$ cat src/rtl/vga_sync_decoder.sv
// Recovers pixel coordinates and colour from a raw VGA sync/colour stream and locks onto its timing.
// Optional error statistics (err_count port) are built when VGA_DEC_STATS_EN is defined.
module vga_sync_decoder #(
    parameter int H_ACTIVE = 640,
    parameter int H_BP     = 48,
    parameter int H_TOTAL  = 800,
    parameter int V_ACTIVE = 480,
    parameter int V_BP     = 33,
    parameter int V_TOTAL  = 525
) (
    input  logic       clk,
    input  logic       reset,
    input  logic       hsync_in,
    input  logic       vsync_in,
    input  logic [3:0] red_in,
    input  logic [3:0] green_in,
    input  logic [3:0] blue_in,
    output logic       pix_valid,
    output logic [9:0] pix_x,
    output logic [9:0] pix_y,
    output logic [3:0] pix_red,
    output logic [3:0] pix_green,
    output logic [3:0] pix_blue,
    output logic       frame_start,
    output logic       locked,
    output logic [9:0] line_len
`ifdef VGA_DEC_STATS_EN
    ,
    output logic [7:0] err_count
`endif
);

    typedef enum logic [1:0] {SEARCH, CHECK, LOCKED} state_t;

    state_t     state;
    logic       hs_r, vs_r, hs_d, vs_d;
    logic [3:0] red_r, green_r, blue_r;
    logic [9:0] h_cnt, v_cnt;
    logic       first_done;
    logic       mflag;
    logic       vis1;
    logic [9:0] x1, y1;

    logic        h_edge, v_edge;
    logic [9:0]  h_len;
    logic [10:0] h_ext, v_ext, v_next;
    logic        h_vis, v_vis;
    logic        len_bad, frame_bad, lock_fail, out_ok;

    // Deassert edges are low->high transitions of the registered syncs.
    assign h_edge    = hs_r & ~hs_d;
    assign v_edge    = vs_r & ~vs_d;
    assign h_len     = (h_cnt == 10'h3FF) ? h_cnt : h_cnt + 10'd1;
    assign h_ext     = {1'b0, h_cnt};
    assign v_ext     = {1'b0, v_cnt};
    assign v_next    = v_ext + 11'd1;
    assign h_vis     = (h_ext >= 11'(H_BP)) && (h_ext < 11'(H_BP + H_ACTIVE));
    assign v_vis     = (v_ext >= 11'(V_BP)) && (v_ext < 11'(V_BP + V_ACTIVE));
    // The first measured line after reset starts from an arbitrary point, so it never counts as bad.
    assign len_bad   = h_edge && first_done && (h_len != 10'(H_TOTAL));
    assign frame_bad = v_edge && (v_next != 11'(V_TOTAL));
    assign lock_fail = (state == LOCKED) && (len_bad || frame_bad);
    assign out_ok    = vis1 && (state == LOCKED) && !lock_fail;

    always_ff @(posedge clk or posedge reset) begin
        if (reset) begin
            hs_r       <= 1'b0;
            vs_r       <= 1'b0;
            hs_d       <= 1'b0;
            vs_d       <= 1'b0;
            red_r      <= 4'd0;
            green_r    <= 4'd0;
            blue_r     <= 4'd0;
            h_cnt      <= 10'd0;
            v_cnt      <= 10'd0;
            line_len   <= 10'd0;
            first_done <= 1'b0;
        end else begin
            hs_r    <= hsync_in;
            vs_r    <= vsync_in;
            hs_d    <= hs_r;
            vs_d    <= vs_r;
            red_r   <= red_in;
            green_r <= green_in;
            blue_r  <= blue_in;
            h_cnt   <= h_edge ? 10'd0 : h_len;
            if (v_edge)
                v_cnt <= 10'd0;
            else if (h_edge && v_cnt != 10'h3FF)
                v_cnt <= v_cnt + 10'd1;
            if (h_edge) begin
                line_len   <= h_len;
                first_done <= 1'b1;
            end
        end
    end

    always_ff @(posedge clk or posedge reset) begin
        if (reset) begin
            state  <= SEARCH;
            mflag  <= 1'b0;
            locked <= 1'b0;
        end else begin
            case (state)
                SEARCH: begin
                    if (v_edge) begin
                        state <= CHECK;
                        mflag <= 1'b0;
                    end
                end
                CHECK: begin
                    if (v_edge) begin
                        if (!mflag && !len_bad && !frame_bad) begin
                            state  <= LOCKED;
                            locked <= 1'b1;
                        end
                        mflag <= 1'b0;
                    end else if (len_bad) begin
                        mflag <= 1'b1;
                    end
                end
                LOCKED: begin
                    if (lock_fail) begin
                        state  <= SEARCH;
                        locked <= 1'b0;
                    end
                end
                default: begin
                    state  <= SEARCH;
                    locked <= 1'b0;
                end
            endcase
        end
    end

    // Coordinates ride one stage alongside the registered colour so both reach the outputs together.
    always_ff @(posedge clk or posedge reset) begin
        if (reset) begin
            vis1        <= 1'b0;
            x1          <= 10'd0;
            y1          <= 10'd0;
            pix_valid   <= 1'b0;
            pix_x       <= 10'd0;
            pix_y       <= 10'd0;
            pix_red     <= 4'd0;
            pix_green   <= 4'd0;
            pix_blue    <= 4'd0;
            frame_start <= 1'b0;
        end else begin
            vis1        <= h_vis && v_vis;
            x1          <= h_cnt - 10'(H_BP);
            y1          <= v_cnt - 10'(V_BP);
            pix_valid   <= out_ok;
            pix_x       <= out_ok ? x1 : 10'd0;
            pix_y       <= out_ok ? y1 : 10'd0;
            pix_red     <= out_ok ? red_r : 4'd0;
            pix_green   <= out_ok ? green_r : 4'd0;
            pix_blue    <= out_ok ? blue_r : 4'd0;
            frame_start <= out_ok && (x1 == 10'd0) && (y1 == 10'd0);
        end
    end

`ifdef VGA_DEC_STATS_EN
    logic err_evt;
    assign err_evt = ((state == CHECK) && (len_bad || frame_bad)) || lock_fail;

    always_ff @(posedge clk or posedge reset) begin
        if (reset)
            err_count <= 8'd0;
        else if (err_evt && err_count != 8'hFF)
            err_count <= err_count + 8'd1;
    end
`endif

endmodule

$ cat config.mk
export PLATFORM = sky130hd
export DESIGN_NAME = vga_sync_decoder
export DESIGN_NICKNAME = d
export VERILOG_FILES = /design/src/rtl/vga_sync_decoder.sv
export SDC_FILE = /design/constraint.sdc
export NUM_CORES = 1
export LEC_CHECK = 0
export CAP_MARGIN = 20
export CELL_PAD_IN_SITES_DETAIL_PLACEMENT = 1
export CELL_PAD_IN_SITES_GLOBAL_PLACEMENT = 2
export CORE_ASPECT_RATIO = 1.75
export CORE_MARGIN = 3
export CORE_UTILIZATION = 35
export CTS_CLUSTER_SIZE = 14
export DETAILED_ROUTE_END_ITERATION = 8
export PLACE_DENSITY_LB_ADDON = 0.1
export SYNTH_ARGS = -nofsm -noshare
export SYNTH_HDL_FRONTEND = slang
export SYNTH_SLANG_ARGS = --single-unit
$ cat constraint.sdc
create_clock -name clk -period 4.1 [get_ports clk]
set_input_delay 0.41 -clock clk [delete_from_list [all_inputs] [get_ports clk]]
set_output_delay 0.41 -clock clk [all_outputs]
set_load 0.02 [all_outputs]
==> results of run 1 <==
[worst max-delay path, stage by stage (launching register included)]
cell and delay [ns]:
dfrtp_1 0.52, ha_1 0.34, and4_1 0.40, nand2_2 0.20
a221oi_2 0.43, a41oi_4 0.40, buf_4 0.34, nor3_1 0.23
[state kept, by name (all words and copies together) (netlist names), 2 cells and up]
name       cells
line_len      10
pix_red        4
pix_green      4
pix_y         10
v_cnt         10
red_r          4
x1            10
state          2
h_cnt         10
green_r        4
y1            10
blue_r         4
pix_blue       4
pix_x         10
[through the flow]
step / power (uW) / hold slack [ns] / utilization / setup slack (ns) / cell area (um^2)
floorplan: 1380 / 0.362 / - / 0.901 / 4530
global placement: 1490 / 0.375 / 0.416 / 1.29 / 5230
detailed placement: 1490 / 0.379 / 0.416 / 1.17 / 5230
CTS: 2380 / 0.399 / 0.440 / 1.14 / 5530
global route: 2460 / 0.421 / 0.442 / 0.911 / 5560
finish: 2340 / 0.396 / 0.442 / 1.14 / 5560
[cell families after synthesis]
logic type	share of synthesized area
muxes	0.00469
adders and majority gates	0.0166
buffers and inverters	0.0428
and+or+nand+nor	0.224
xor gates and xnor gates	0.0444
DFF	0.585
AOI/OAI and AO/OA	0.0820
[metal layers]
| metal | GRT usage | vias up |
|---|---|---|
| met4 | 0.0539 | 0 |
| met1 | 0.177 | 1648 |
| li1 | - | 1536 |
| met3 | 0.0303 | 8 |
| met5 | 0 | - |
| met2 | 0.295 | 49 |
[cells in the mapped netlist (2+ instances only)]
| library cell | count | area, um^2 |
|---|---|---|
| and3_1 | 7 | 43.8 |
| o21a_1 | 2 | 15.0 |
| clkbuf_1 | 16 | 60.1 |
| xnor2_1 | 7 | 61.3 |
| ha_1 | 6 | 75.1 |
| nor2_1 | 28 | 105 |
| nand3_1 | 13 | 65.1 |
| nor3b_1 | 3 | 22.5 |
| buf_6 | 4 | 45.0 |
| dfrtp_1 | 106 | 2650 |
| or2_2 | 2 | 12.5 |
| a211oi_1 | 2 | 15.0 |
| inv_1 | 9 | 33.8 |
| nor3_1 | 34 | 170 |
| o2111ai_1 | 2 | 17.5 |
| and2_1 | 2 | 12.5 |
| o21ai_0 | 16 | 80.1 |
| xor2_1 | 16 | 140 |
| and4_1 | 6 | 52.6 |
| a21oi_1 | 9 | 45.0 |
| nor3_2 | 3 | 30.0 |
| a211o_1 | 2 | 17.5 |
| nor4b_1 | 2 | 17.5 |
| a31oi_1 | 2 | 12.5 |
| buf_2 | 10 | 50.1 |
| nor4_1 | 5 | 31.3 |
| nor2b_1 | 5 | 31.3 |
| nand4_1 | 11 | 68.8 |
| nand2_1 | 58 | 218 |
| nand2b_1 | 9 | 56.3 |
[how the worst min path moves through the flow]
stage | cells after the start | to | startpoint | slack (ns)
global placement | 0 | hs_d | hs_r | 0.38
CTS | 0 | vs_d | vs_r | 0.40
global route | 0 | vs_d | vs_r | 0.42
detailed placement | 0 | vs_d | vs_r | 0.38
floorplan | 0 | x1[2] | h_cnt[2] | 0.36
finish | 0 | vs_d | vs_r | 0.40
[report_power, final]
| group | internal, uW | switching (uW) |
|---|---|---|
| registers | 1120 | 86.8 |
| logic | 108 | 148 |
| clock network | 479 | 394 |
[cell type report]
type / count / area [um^2] / share of cell area
Clock buffer: 9 / 225 / 0.0405
Clock inverter: 7 / 76.3 / 0.0137
Inverter: 9 / 36.3 / 0.00653
Multi-Input combinational cell: 275 / 1690 / 0.303
Sequential cell: 106 / 2650 / 0.477
Tap cell: 168 / 210 / 0.0378
Timing Repair Buffer: 65 / 671 / 0.121
[cell usage in the layout (no fill, tap or decap), drive strengths merged, types with 7 or more instances in the layout]
cell / n
xor2: 16
o21ai: 16
a21oi: 9
xnor2: 7
nand2b: 9
clkbuf: 9
nand3: 13
nand4: 11
nand2: 59
nor2: 28
inv: 11
nor3: 37
and3: 7
clkdlybuf4s50: 60
dfrtp: 106
==> results_dict.tcl, run 1 <==
set metrics [dict create \
    grtUsageTotal 0.158 \
    vias 3241 \
    avgSynthCellArea_um2 10.8 \
    yosysUniqueCellTypes 54 \
    antenna_cells 0 \
    dp_hpwl_mm 7.61 \
    m1WireLength_mm 4.15 \
    fin_tns_setup_ns 0 \
    htree_num_levels 3 \
    grt_pass1_vias 3469 \
    die_h_um 157 \
    worstPathRequired_ns 4.35 \
    drive_above_1_share 0.0807 \
    cts_root_buf "clkbuf_16" \
    ys_ff_latch 106 \
    crit_start "h_cnt[0]" \
    slew_headroom 0.358 \
    hold_class "flip-flop to flip-flop" \
    drc_errors 0 \
    hold_buffers 0 \
    die_x_um 92.0 \
    arrival_ns 3.21 \
    fill_cells 1402 \
    nets 488 \
    area_growth_pct 22.6 \
    clock_latency_ns 0.34 \
    wl_met3_um 340 \
    worst_slew_pin_slew_ns 0.962 \
    overflow 0 \
    r2r_cells 7 \
    core_area_um2 12600 \
    period_share 0.722 \
    max_cap_violations 0 \
    start_util 0.361 \
    drt_iter0_drc 105 \
    rrSetupSlack_ns 1.14 \
    vias_per_cell 5.07 \
    route.met2.wl_mm 5.78 \
    fmax_ghz 0.338 \
    synth_flop_cell "dfrtp_1" \
    synth_edf_count 0 \
    skew_ns 0.00889 \
    ir_drop_v 0.000180 \
    cts_tree "built" \
    power.leakage_uw 0.00225 \
    io_buffer_count 60 \
    num_rows 54 \
    hold_viol 0 \
    routedWlPerCell_um 16.3 \
    fin_crit_ns 2.96 \
    p_per_area_nw_per_um2 421 \
    status "finished, final reports clean" \
    setup_violations 0 \
    fin_cells 639 \
    io-pin-count 61 \
    cts_setup_buffers 0 \
    synthesis.area_um2 4530 \
    ys_warn_count 0 \
    dr.pass1.iters 4 \
    die_area_um2 14400 \
    worstPathMaxFanout 19 \
    drv_slew 0 \
    top_layer "met4" \
    cts_made_buffers 9 \
    cts_resized 0 \
    clk_path_buf_depth 2 \
    start_kind "flip-flop" \
    synth.yosys.seq_area_share 0.585 \
    critPathKind "flip-flop to flip-flop" \
    syn_inst 421 \
    antenna_found_initial 0 \
    gp_congestion 0.849 \
    cts_sinks 106 \
    synth_nets 443 \
    clkTransAtPathRegs_ns 0.07 \
    grt_first_pass_wirelength_mm 18.0 \
    drt-total-wl_mm 10.4 \
    endpoint "pix_blue[3]" \
    place_inst 622 \
    async_flop_share 1.00 \
    postRouteAntennaNets 0 \
    end_kind "flip-flop" \
    r2r_end "pix_blue[3]" \
    grt_max_degree 55 \
    worstReg2RegStart "h_cnt[0]" \
    rsz0062_at_grt "false" \
]
(Power assumes the default switching activity.)
==> inputs of run 2 (changes only) <==
CORE_UTILIZATION = 32   (was 35)
clock period = 2.6 ns   (was 4.1 ns; I/O delays follow)
==> results_dict.tcl, run 2 (synthesis gave the netlist of run 1 again) <==
set metrics [dict create \
    status "finished, final reports clean" \
    fin_tns_setup_ns 0 \
    clk_path_buf_depth 2 \
    worstPathRequired_ns 2.85 \
    dp_hpwl_mm 7.55 \
    hold_buffers 0 \
    worstReg2RegStart "h_cnt[1]" \
    drt_iter0_drc 111 \
    drt-total-wl_mm 10.6 \
    critPathKind "flip-flop to flip-flop" \
    fill_cells 1492 \
    htree_num_levels 3 \
    arrival_ns 2.70 \
    critical_path_buf_inv_count 1 \
    drv_slew 0 \
    antenna_found_initial 0 \
    holdWs_ns 0.347 \
    grt_first_pass_wirelength_mm 18.0 \
    final_cell_mix "106 x dfrtp_1, 60 x clkdlybuf4s50_1, 58 x nand2_1" \
    core_area_um2 13700 \
    vias 3266 \
    power.leakage_uw 0.00235 \
    routedWlPerCell_um 15.9 \
    r2r_cells 7 \
    crit_path_max_incr_delay_ns 0.45 \
    r2r_end "frame_start" \
    fin_crit_ns 2.45 \
    area_growth_pct 26.2 \
    clock_latency_ns 0.35 \
    max_cap_violations 0 \
    io-pin-count 61 \
    gp_congestion 0.883 \
    slew_headroom 0.492 \
    crit_chain "ha_1, and4_2, a311o_1, a2bb2oi_2, a41oi_4, buf_4, nor4b_2" \
    die_h_um 163 \
    setup_violations 0 \
    vias_per_cell 4.92 \
    io_buffer_count 60 \
    grt_max_degree 107 \
    whs_path_depth 1 \
    ir_drop_v 0.000336 \
    grt_pass1_vias 3421 \
    rsz0062_at_grt "false" \
    drive_above_1_share 0.118 \
    min_from "green_in[3]" \
    skew_ns 0.00817 \
    num_rows 56 \
    layout_commonest_cell "dfrtp_1" \
    cts_sinks 106 \
    crit_family "compound AO/OA/AOI/OAI gates" \
    cts_tree "built" \
    period_share 0.941 \
    rrSetupSlack_ns 0.15 \
    drc_errors 0 \
    p_per_area_nw_per_um2 663 \
    end_kind "flip-flop" \
    die_area_um2 15700 \
    worst_hold_path.endpoint "green_r[3]" \
    cts_root_buf "clkbuf_16" \
    postRouteAntennaNets 0 \
    start_util 0.332 \
    start_kind "flip-flop" \
    clkTransAtPathRegs_ns 0.07 \
    overflow 0 \
    worst_slew_pin_slew_ns 0.761 \
    dr.pass1.iters 4 \
    cts_made_buffers 9 \
    antenna_cells 0 \
    cp_slowest_cell "dfrtp_1" \
    hold_viol 0 \
    fmax_ghz 0.409 \
    hold_class "input port to flip-flop" \
    grtUsageTotal 0.150 \
    worstPathMaxFanout 36 \
    nets 507 \
    die_x_um 96.0 \
]
run 2: final cells by class:
class / count / area (um^2) / share of cell area
flip-flops and latches: 106 / 2650 / 0.464
inverters: 9 / 37.5 / 0.00656
well taps: 174 / 218 / 0.0381
clock inverters: 5 / 70.1 / 0.0123
multi-input cells: 275 / 1700 / 0.296
clock buffers: 11 / 253 / 0.0442
repair buffers: 84 / 793 / 0.139
run 2: metal layers:
metal	global-route usage	routed length, um	part of all wire	up-vias
met3	0.0332	365	0.035	13
met2	0.263	5740	0.54	65
met1	0.176	4290	0.41	1618
met4	0.0518	172	0.016	0
met5	0	0	0	-
li1	-	-	-	1570
run 2: timing repair:
item,4_1_cts,5_1_grt
resized for setup,0,2
endpoints found under the hold margin,0,0
setup buffers,0,1
endpoints found under the setup margin,0,10
run 2: worst max path at each step:
stage | start | to | depth (start not counted)
after global placement | v_cnt[1] | frame_start | 8
after detailed placement | h_cnt[1] | frame_start | 7
final | h_cnt[1] | frame_start | 7
after CTS | h_cnt[1] | frame_start | 7
after global routing | h_cnt[1] | frame_start | 7
after floorplan | h_cnt[4] | state[0] | 7
run 2: metrics by stage:
stage	power [uW]	util	instances	area, um^2	worst slack [ns]
after floorplan	2180	-	421	4540	0.250
after global placement	2390	0.394	647	5380	0.201
after detailed placement	2400	0.394	647	5380	0.111
after CTS	3870	0.417	663	5700	0.0621
after global routing	4010	0.419	664	5720	0.00948
final	3790	0.419	664	5720	0.153
run 2: power breakdown:
group / internal (uW) / switching, uW
registers: 1770 / 95.5
clock network: 816 / 620
logic: 206 / 284
total: 2800 / 999
run 2: worst reg2reg max path: stages, from the launching register on:
cell       delay (ns)
dfrtp_1          0.45
ha_1             0.24
and4_2           0.29
a311o_1          0.41
a2bb2oi_2        0.24
a41oi_4          0.14
buf_4            0.28
nor4b_2          0.30
